File: src/rtl/mmio_pkg.sv
// rtl/mmio_pkg.sv - shared register map, control layout and status bit indices
package mmio_pkg;

   localparam logic [3:0] MMIO_CTRL_OFS     = 4'd0;
   localparam logic [3:0] MMIO_COUNT_OFS    = 4'd1;
   localparam logic [3:0] MMIO_COMPARE_OFS  = 4'd2;
   localparam logic [3:0] MMIO_STATUS_OFS   = 4'd3;
   localparam logic [3:0] MMIO_GPIO_OUT_OFS = 4'd4;
   localparam logic [3:0] MMIO_GPIO_IN_OFS  = 4'd5;

   localparam int STATUS_MATCH_BIT = 0;
   localparam int STATUS_OVF_BIT   = 1;

   typedef struct packed {
      logic [7:0] prescale;
      logic       ie;
      logic       autoreload;
      logic       en;
   } mmio_ctrl_t;

   // Bus view of CTRL: EN/AUTORELOAD/IE in [2:0], PRESCALE in [15:8], rest zero.
   function automatic logic [31:0] ctrl_to_word(input mmio_ctrl_t c);
      return {16'h0000, c.prescale, 5'b00000, c.ie, c.autoreload, c.en};
   endfunction

endpackage

File: src/rtl/mmio_timer_core.sv
// rtl/mmio_timer_core.sv - prescaler, 32-bit counter, compare match and sticky flags
module mmio_timer_core
   import mmio_pkg::*;
(
   input  logic        clk,
   input  logic        rst,
   input  logic        ctrl_we_i,
   input  logic        count_we_i,
   input  logic        compare_we_i,
   input  logic        status_we_i,
   input  logic [31:0] wdata_i,
   output mmio_ctrl_t  ctrl_o,
   output logic [31:0] count_o,
   output logic [31:0] compare_o,
   output logic [1:0]  status_o,
   output logic        irq_o
);

   mmio_ctrl_t  ctrl_q, ctrl_d;
   logic [7:0]  presc_q, presc_d;
   logic [31:0] count_q, count_d;
   logic [31:0] compare_q, compare_d;
   logic [1:0]  status_q, status_d;
   logic        tick;
   logic        match_set;
   logic        ovf_set;
   logic [1:0]  status_clr;

   assign tick = ctrl_q.en && (presc_q == ctrl_q.prescale);

   // Register writes for CTRL and COMPARE.
   always_comb begin
      ctrl_d    = ctrl_q;
      compare_d = compare_q;
      if (ctrl_we_i) begin
         ctrl_d.en         = wdata_i[0];
         ctrl_d.autoreload = wdata_i[1];
         ctrl_d.ie         = wdata_i[2];
         ctrl_d.prescale   = wdata_i[15:8];
      end
      if (compare_we_i) begin
         compare_d = wdata_i;
      end
   end

   // Prescaler, counter and flag next state; a bus COUNT write suppresses the tick.
   always_comb begin
      presc_d   = presc_q;
      count_d   = count_q;
      match_set = 1'b0;
      ovf_set   = 1'b0;
      if (ctrl_we_i) begin
         presc_d = '0;
      end else if (ctrl_q.en) begin
         presc_d = tick ? 8'd0 : presc_q + 8'd1;
      end
      if (count_we_i) begin
         count_d = wdata_i;
      end else if (tick) begin
         if (count_q == compare_q) begin
            match_set = 1'b1;
            count_d   = ctrl_q.autoreload ? 32'd0 : count_q + 32'd1;
         end else begin
            count_d = count_q + 32'd1;
            ovf_set = (count_q == 32'hFFFF_FFFF);
         end
      end
      status_clr = status_we_i ? wdata_i[1:0] : 2'b00;
      status_d   = status_q & ~status_clr;
      if (match_set) status_d[STATUS_MATCH_BIT] = 1'b1;
      if (ovf_set)   status_d[STATUS_OVF_BIT]   = 1'b1;
   end

   // Timer state registers.
   always_ff @(posedge clk or negedge rst) begin
      if (!rst) begin
         ctrl_q    <= '0;
         presc_q   <= '0;
         count_q   <= '0;
         compare_q <= '0;
         status_q  <= '0;
      end else begin
         ctrl_q    <= ctrl_d;
         presc_q   <= presc_d;
         count_q   <= count_d;
         compare_q <= compare_d;
         status_q  <= status_d;
      end
   end

   assign ctrl_o    = ctrl_q;
   assign count_o   = count_q;
   assign compare_o = compare_q;
   assign status_o  = status_q;
   assign irq_o     = status_q[STATUS_MATCH_BIT] & ctrl_q.ie;

endmodule

File: src/rtl/mmio_timer_responder.sv
// rtl/mmio_timer_responder.sv - bus decode, read mux, GPIO and input synchronizer
module mmio_timer_responder
   import mmio_pkg::*;
#(
   parameter logic [31:0] BASE_ADDR      = 32'h1000_0000,
   parameter logic [31:0] GPIO_OUT_RESET = 32'h0000_0000
) (
   input  logic        clk,
   input  logic        rst,
   input  logic [31:0] bus_addr,
   input  logic [31:0] bus_wrdata,
   input  logic        bus_wren,
   input  logic        bus_rden,
   output logic [31:0] bus_rddata,
   output logic        sel,
   output logic        irq,
   input  logic [31:0] gpio_in,
   output logic [31:0] gpio_out
);

   logic [3:0]  ofs;
   logic        wr;
   logic        unused_byte_ofs;
   mmio_ctrl_t  ctrl;
   logic [31:0] count;
   logic [31:0] compare;
   logic [1:0]  status;
   logic [31:0] gpio_out_q, gpio_out_d;
   logic [31:0] sync1_q, sync2_q;

   assign sel             = (bus_addr[31:6] == BASE_ADDR[31:6]);
   assign ofs             = bus_addr[5:2];
   assign unused_byte_ofs = ^bus_addr[1:0];
   assign wr              = bus_wren & sel;

   mmio_timer_core u_timer (
      .clk          (clk),
      .rst          (rst),
      .ctrl_we_i    (wr && (ofs == MMIO_CTRL_OFS)),
      .count_we_i   (wr && (ofs == MMIO_COUNT_OFS)),
      .compare_we_i (wr && (ofs == MMIO_COMPARE_OFS)),
      .status_we_i  (wr && (ofs == MMIO_STATUS_OFS)),
      .wdata_i      (bus_wrdata),
      .ctrl_o       (ctrl),
      .count_o      (count),
      .compare_o    (compare),
      .status_o     (status),
      .irq_o        (irq)
   );

   // GPIO output register write.
   always_comb begin
      gpio_out_d = gpio_out_q;
      if (wr && (ofs == MMIO_GPIO_OUT_OFS)) begin
         gpio_out_d = bus_wrdata;
      end
   end

   // GPIO output register and two-stage input synchronizer.
   always_ff @(posedge clk or negedge rst) begin
      if (!rst) begin
         gpio_out_q <= GPIO_OUT_RESET;
         sync1_q    <= '0;
         sync2_q    <= '0;
      end else begin
         gpio_out_q <= gpio_out_d;
         sync1_q    <= gpio_in;
         sync2_q    <= sync1_q;
      end
   end

   assign gpio_out = gpio_out_q;

   // Zero-latency read mux; zero when not addressed so responders can be OR-ed.
   always_comb begin
      bus_rddata = '0;
      if (sel && bus_rden) begin
         case (ofs)
            MMIO_CTRL_OFS:     bus_rddata = ctrl_to_word(ctrl);
            MMIO_COUNT_OFS:    bus_rddata = count;
            MMIO_COMPARE_OFS:  bus_rddata = compare;
            MMIO_STATUS_OFS:   bus_rddata = {30'd0, status};
            MMIO_GPIO_OUT_OFS: bus_rddata = gpio_out_q;
            MMIO_GPIO_IN_OFS:  bus_rddata = sync2_q;
            default:           bus_rddata = '0;
         endcase
      end
   end

endmodule

File: config.mk
export PLATFORM = sky130hd
export DESIGN_NAME = mmio_timer_responder
export DESIGN_NICKNAME = d
export VERILOG_FILES = /design/src/rtl/mmio_pkg.sv /design/src/rtl/mmio_timer_core.sv /design/src/rtl/mmio_timer_responder.sv
export SDC_FILE = /design/constraint.sdc
export NUM_CORES = 1
export LEC_CHECK = 0
export CAP_MARGIN = 30
export CORE_MARGIN = 8
export CORE_UTILIZATION = 60
export DETAILED_ROUTE_END_ITERATION = 10
export DONT_BUFFER_PORTS = 1
export HOLD_SLACK_MARGIN = 0.12
export PLACE_DENSITY = 0.83
export SLEW_MARGIN = 30
export SYNTH_ARGS = -nofsm -noshare
export SYNTH_HDL_FRONTEND = slang
export SYNTH_SLANG_ARGS = --single-unit
File: constraint.sdc
create_clock -name clk -period 2.5 [get_ports clk]
set_input_delay 0.25 -clock clk [delete_from_list [all_inputs] [get_ports clk]]
set_output_delay 0.25 -clock clk [all_outputs]
set_load 0.005 [all_outputs]
==> reports/metrics.yaml <==
grt_pass1_vias: 7326
slew_headroom_pct: 69.3
drive_gt1_share_pct: 23.4
hold_class: "in2async"
io_pins: 166
antenna_found_initial: 0
netlist_top_cells_area: "dfrtp_1 52%, mux2_2 9.4%, xnor2_1 3.5%, a21oi_1 3.5%, nand2_1 2.9%"
yosysTopAreaCell: "dfrtp_1"
syn_nets: 888
route.detailed.drc: 0
synthCells: 786
worst-path-max-fanout: 8
worstPathCellList: "xnor2_1 -> nand4_2 -> nor4_4 -> buf_4 -> a31oi_4 -> a311oi_1 -> nor3_1"
start_kind: "flop"
cpPeakStageDelay_ns: 0.42
synth.cell_area_um2: 8700
seq_area_frac_synth_pct: 52.0
vias_per_cell: 6.50
async_reset_ff_share_pct: 100
hpwl_mm: 16.5
synth_cell_types: 68
endpoint_kind: "flop"
hold_buffers: 64
vias: 7001
path_class: "reg2reg"
yosys.area_share.adder_pct: 0.288
drt_iter0_markers: 962
cts_tree: "done"
path_buf_inv: 1
core_area_um2: 14400
place_congestion: 0.917
avgSynthCellArea_um2: 11.1
ir_drop_mv: 0.489
met2_length_mm: 12.4
num_rows: 44
p_leak_nw: 4.38
period_needed_ns: 2.32
wl_mm: 25.0
path_delay_family: "simple AND/OR/NAND/NOR gates"
fin_crit_sh_pct: 92.8
synthMuxAreaShare_pct: 9.69
powerDensity_nw_per_um2: 565
drt_first_pass_iters: 6
clk_latency_ns: 0.44
fp.dieW_um: 136
fmax_ghz: 0.431
ys_ff_latch: 181
synth_edf_count: 0
htree_levels: 4
antenna_cells: 0
grt_max_degree: 182
violations: "hold timing"
grt_first_pass_wirelength_mm: 39.0
whs_ns: -0.487
numCtsBuffers: 17
switching_power_w: 0.00141
clockBufferDepth: 2
slowest_stage: "nor4_4"
skew_ns: 0.0107
drt-met1-wl_mm: 9.83
root_buffer: "clkbuf_16"
worstPathRequired_ns: 2.82
syn_to_final_growth_pct: 19.5
wl_per_cell_um: 23.2
synth_ff_type: "dfrtp_1"
wl_met3_mm: 2.07
internal_power_w: 0.00447
path_clk_slew_ns: 0.07
setup_viol: 0
rsz0062_at_grt: "false"
synth_compound_area_share_pct: 14.1
fin_tns_setup_ns: 0
grt.total_usage_pct: 27.2
maxUsedRoutingLayer: "met4"
maxSlewViolCount: 0
nets: 982
hold_viol_final: 181
io_buffers: 0
switching_share_pct: 23.9
arrival_ns: 2.64
fin_util_pct: 72.4
drv_cap: 0
netlist.area_leader.share_pct: 52.0
start_util_pct: 60.6
tightest_slew_ns: 0.460
synth_simple_gate_area_share_pct: 14.9
p_total_w: 0.00588
antenna_left: 0
power_frac_comb_pct: 4.3
numClockSinks: 181
seqPwrFrac_pct: 51.5
clkPwrFrac_pct: 44.2
yosys-top-cells-count: "181 x dfrtp_1, 73 x mux2_2, 67 x nand2_1"
status: "finished, violations left"
grt_remaining_overflow: 0
yosysMostFrequentCell: "dfrtp_1"
yosysWarnings: 0
die_area_um2: 18600
die_h_um: 136
synth-xor-area-share_pct: 4.79
synth_top_family_by_area: "simple AND/OR/NAND/NOR gates"
==> layout make-up <==
type	count	area [um2]
Inverter	10	37.5
Tap cell	184	230
Clock inverter	14	138
Sequential cell	181	4530
Clock buffer	18	439
Multi-Input combinational cell	536	3830
Timing Repair Buffer	134	1190
Fill cell	960	3970
==> cells in the final DEF, fill, tap and decap left out, types with 10 or more instances in the layout <==
master / instances
a22oi_1: 24
nor4_1: 14
dlygate4sd3_1: 64
o21ai_0: 25
nand4_1: 13
mux2_2: 73
nand2_1: 67
a21oi_1: 61
inv_1: 10
xnor2_1: 35
a222oi_1: 21
nor2_1: 42
nand3_1: 21
a31oi_1: 22
clkbuf_16: 17
dfrtp_1: 181
buf_4: 68
==> logic make-up (layout without fill, tap and decap cells) <==
kind of cell | count (synthesis) | count (layout)
compound gates | 183 | 183
xor+xnor | 42 | 42
fa+ha+maj | 2 | 2
buf+inv | 69 | 176
flops | 181 | 181
mux | 75 | 75
simple gates | 234 | 234
==> worst paths after layout <==
path / end / slack [ns] / cells after the start / start
setup / recovery: u_timer.count_o[18] / 0.18 / 7 / u_timer.compare_o[17]
hold / removal: u_timer.presc_q[3] / -0.49 / 0 / rst
setup reg to reg: u_timer.count_o[18] / 0.18 / 7 / u_timer.compare_o[17]
hold reg to reg: sync2_q[10] / 0.35 / 0 / sync1_q[10]
max in group asynchronous: gpio_out[8] / 2.73 / 0 / rst
min in group clk: u_timer.status_o[1] / 0.26 / 4 / bus_addr[3]
==> timing repair <==
item / in CTS / in global routing
gates resized for setup: 0 / 0
setup buffers: 0 / 0
hold endpoints to repair: 322 / 181
==> layer usage <==
metal,up-vias,track usage [%]
met5,-,0
met4,0,12.0
met3,52,6.95
met2,364,44.9
met1,3510,33.1
li1,3075,-
==> sequential cells by signal, summed over array words and instances (netlist names) <==
name,count
gpio_out,32
sync1_q,32
sync2_q,32
u_timer.compare_o,32
u_timer.count_o,32
u_timer.ctrl_o,11
u_timer.presc_q,8
u_timer.status_o,2
==> power groups by stage <==
stage	registers [W]	clock network, W	logic [W]
finish	0.00303	0.00260	0.000252
global route	0.00303	0.00275	0.000270
CTS	0.00303	0.00262	0.000248
detailed placement	0.00308	0	0.000145
global placement	0.00308	0	0.000139
floorplan	0.00307	0	0.000112
==> metrics by stage <==
step | area (um2) | worst slack, ns | cells
2_1_floorplan | 8700 | 0.438 | 786
3_3_place_gp | 9180 | 0.292 | 981
3_5_place_dp | 9180 | 0.219 | 981
4_1_cts | 10400 | 0.148 | 1077
5_1_grt | 10400 | 0.0527 | 1077
6_report | 10400 | 0.179 | 1077
Note: power is estimated with default switching activity, not from simulation.
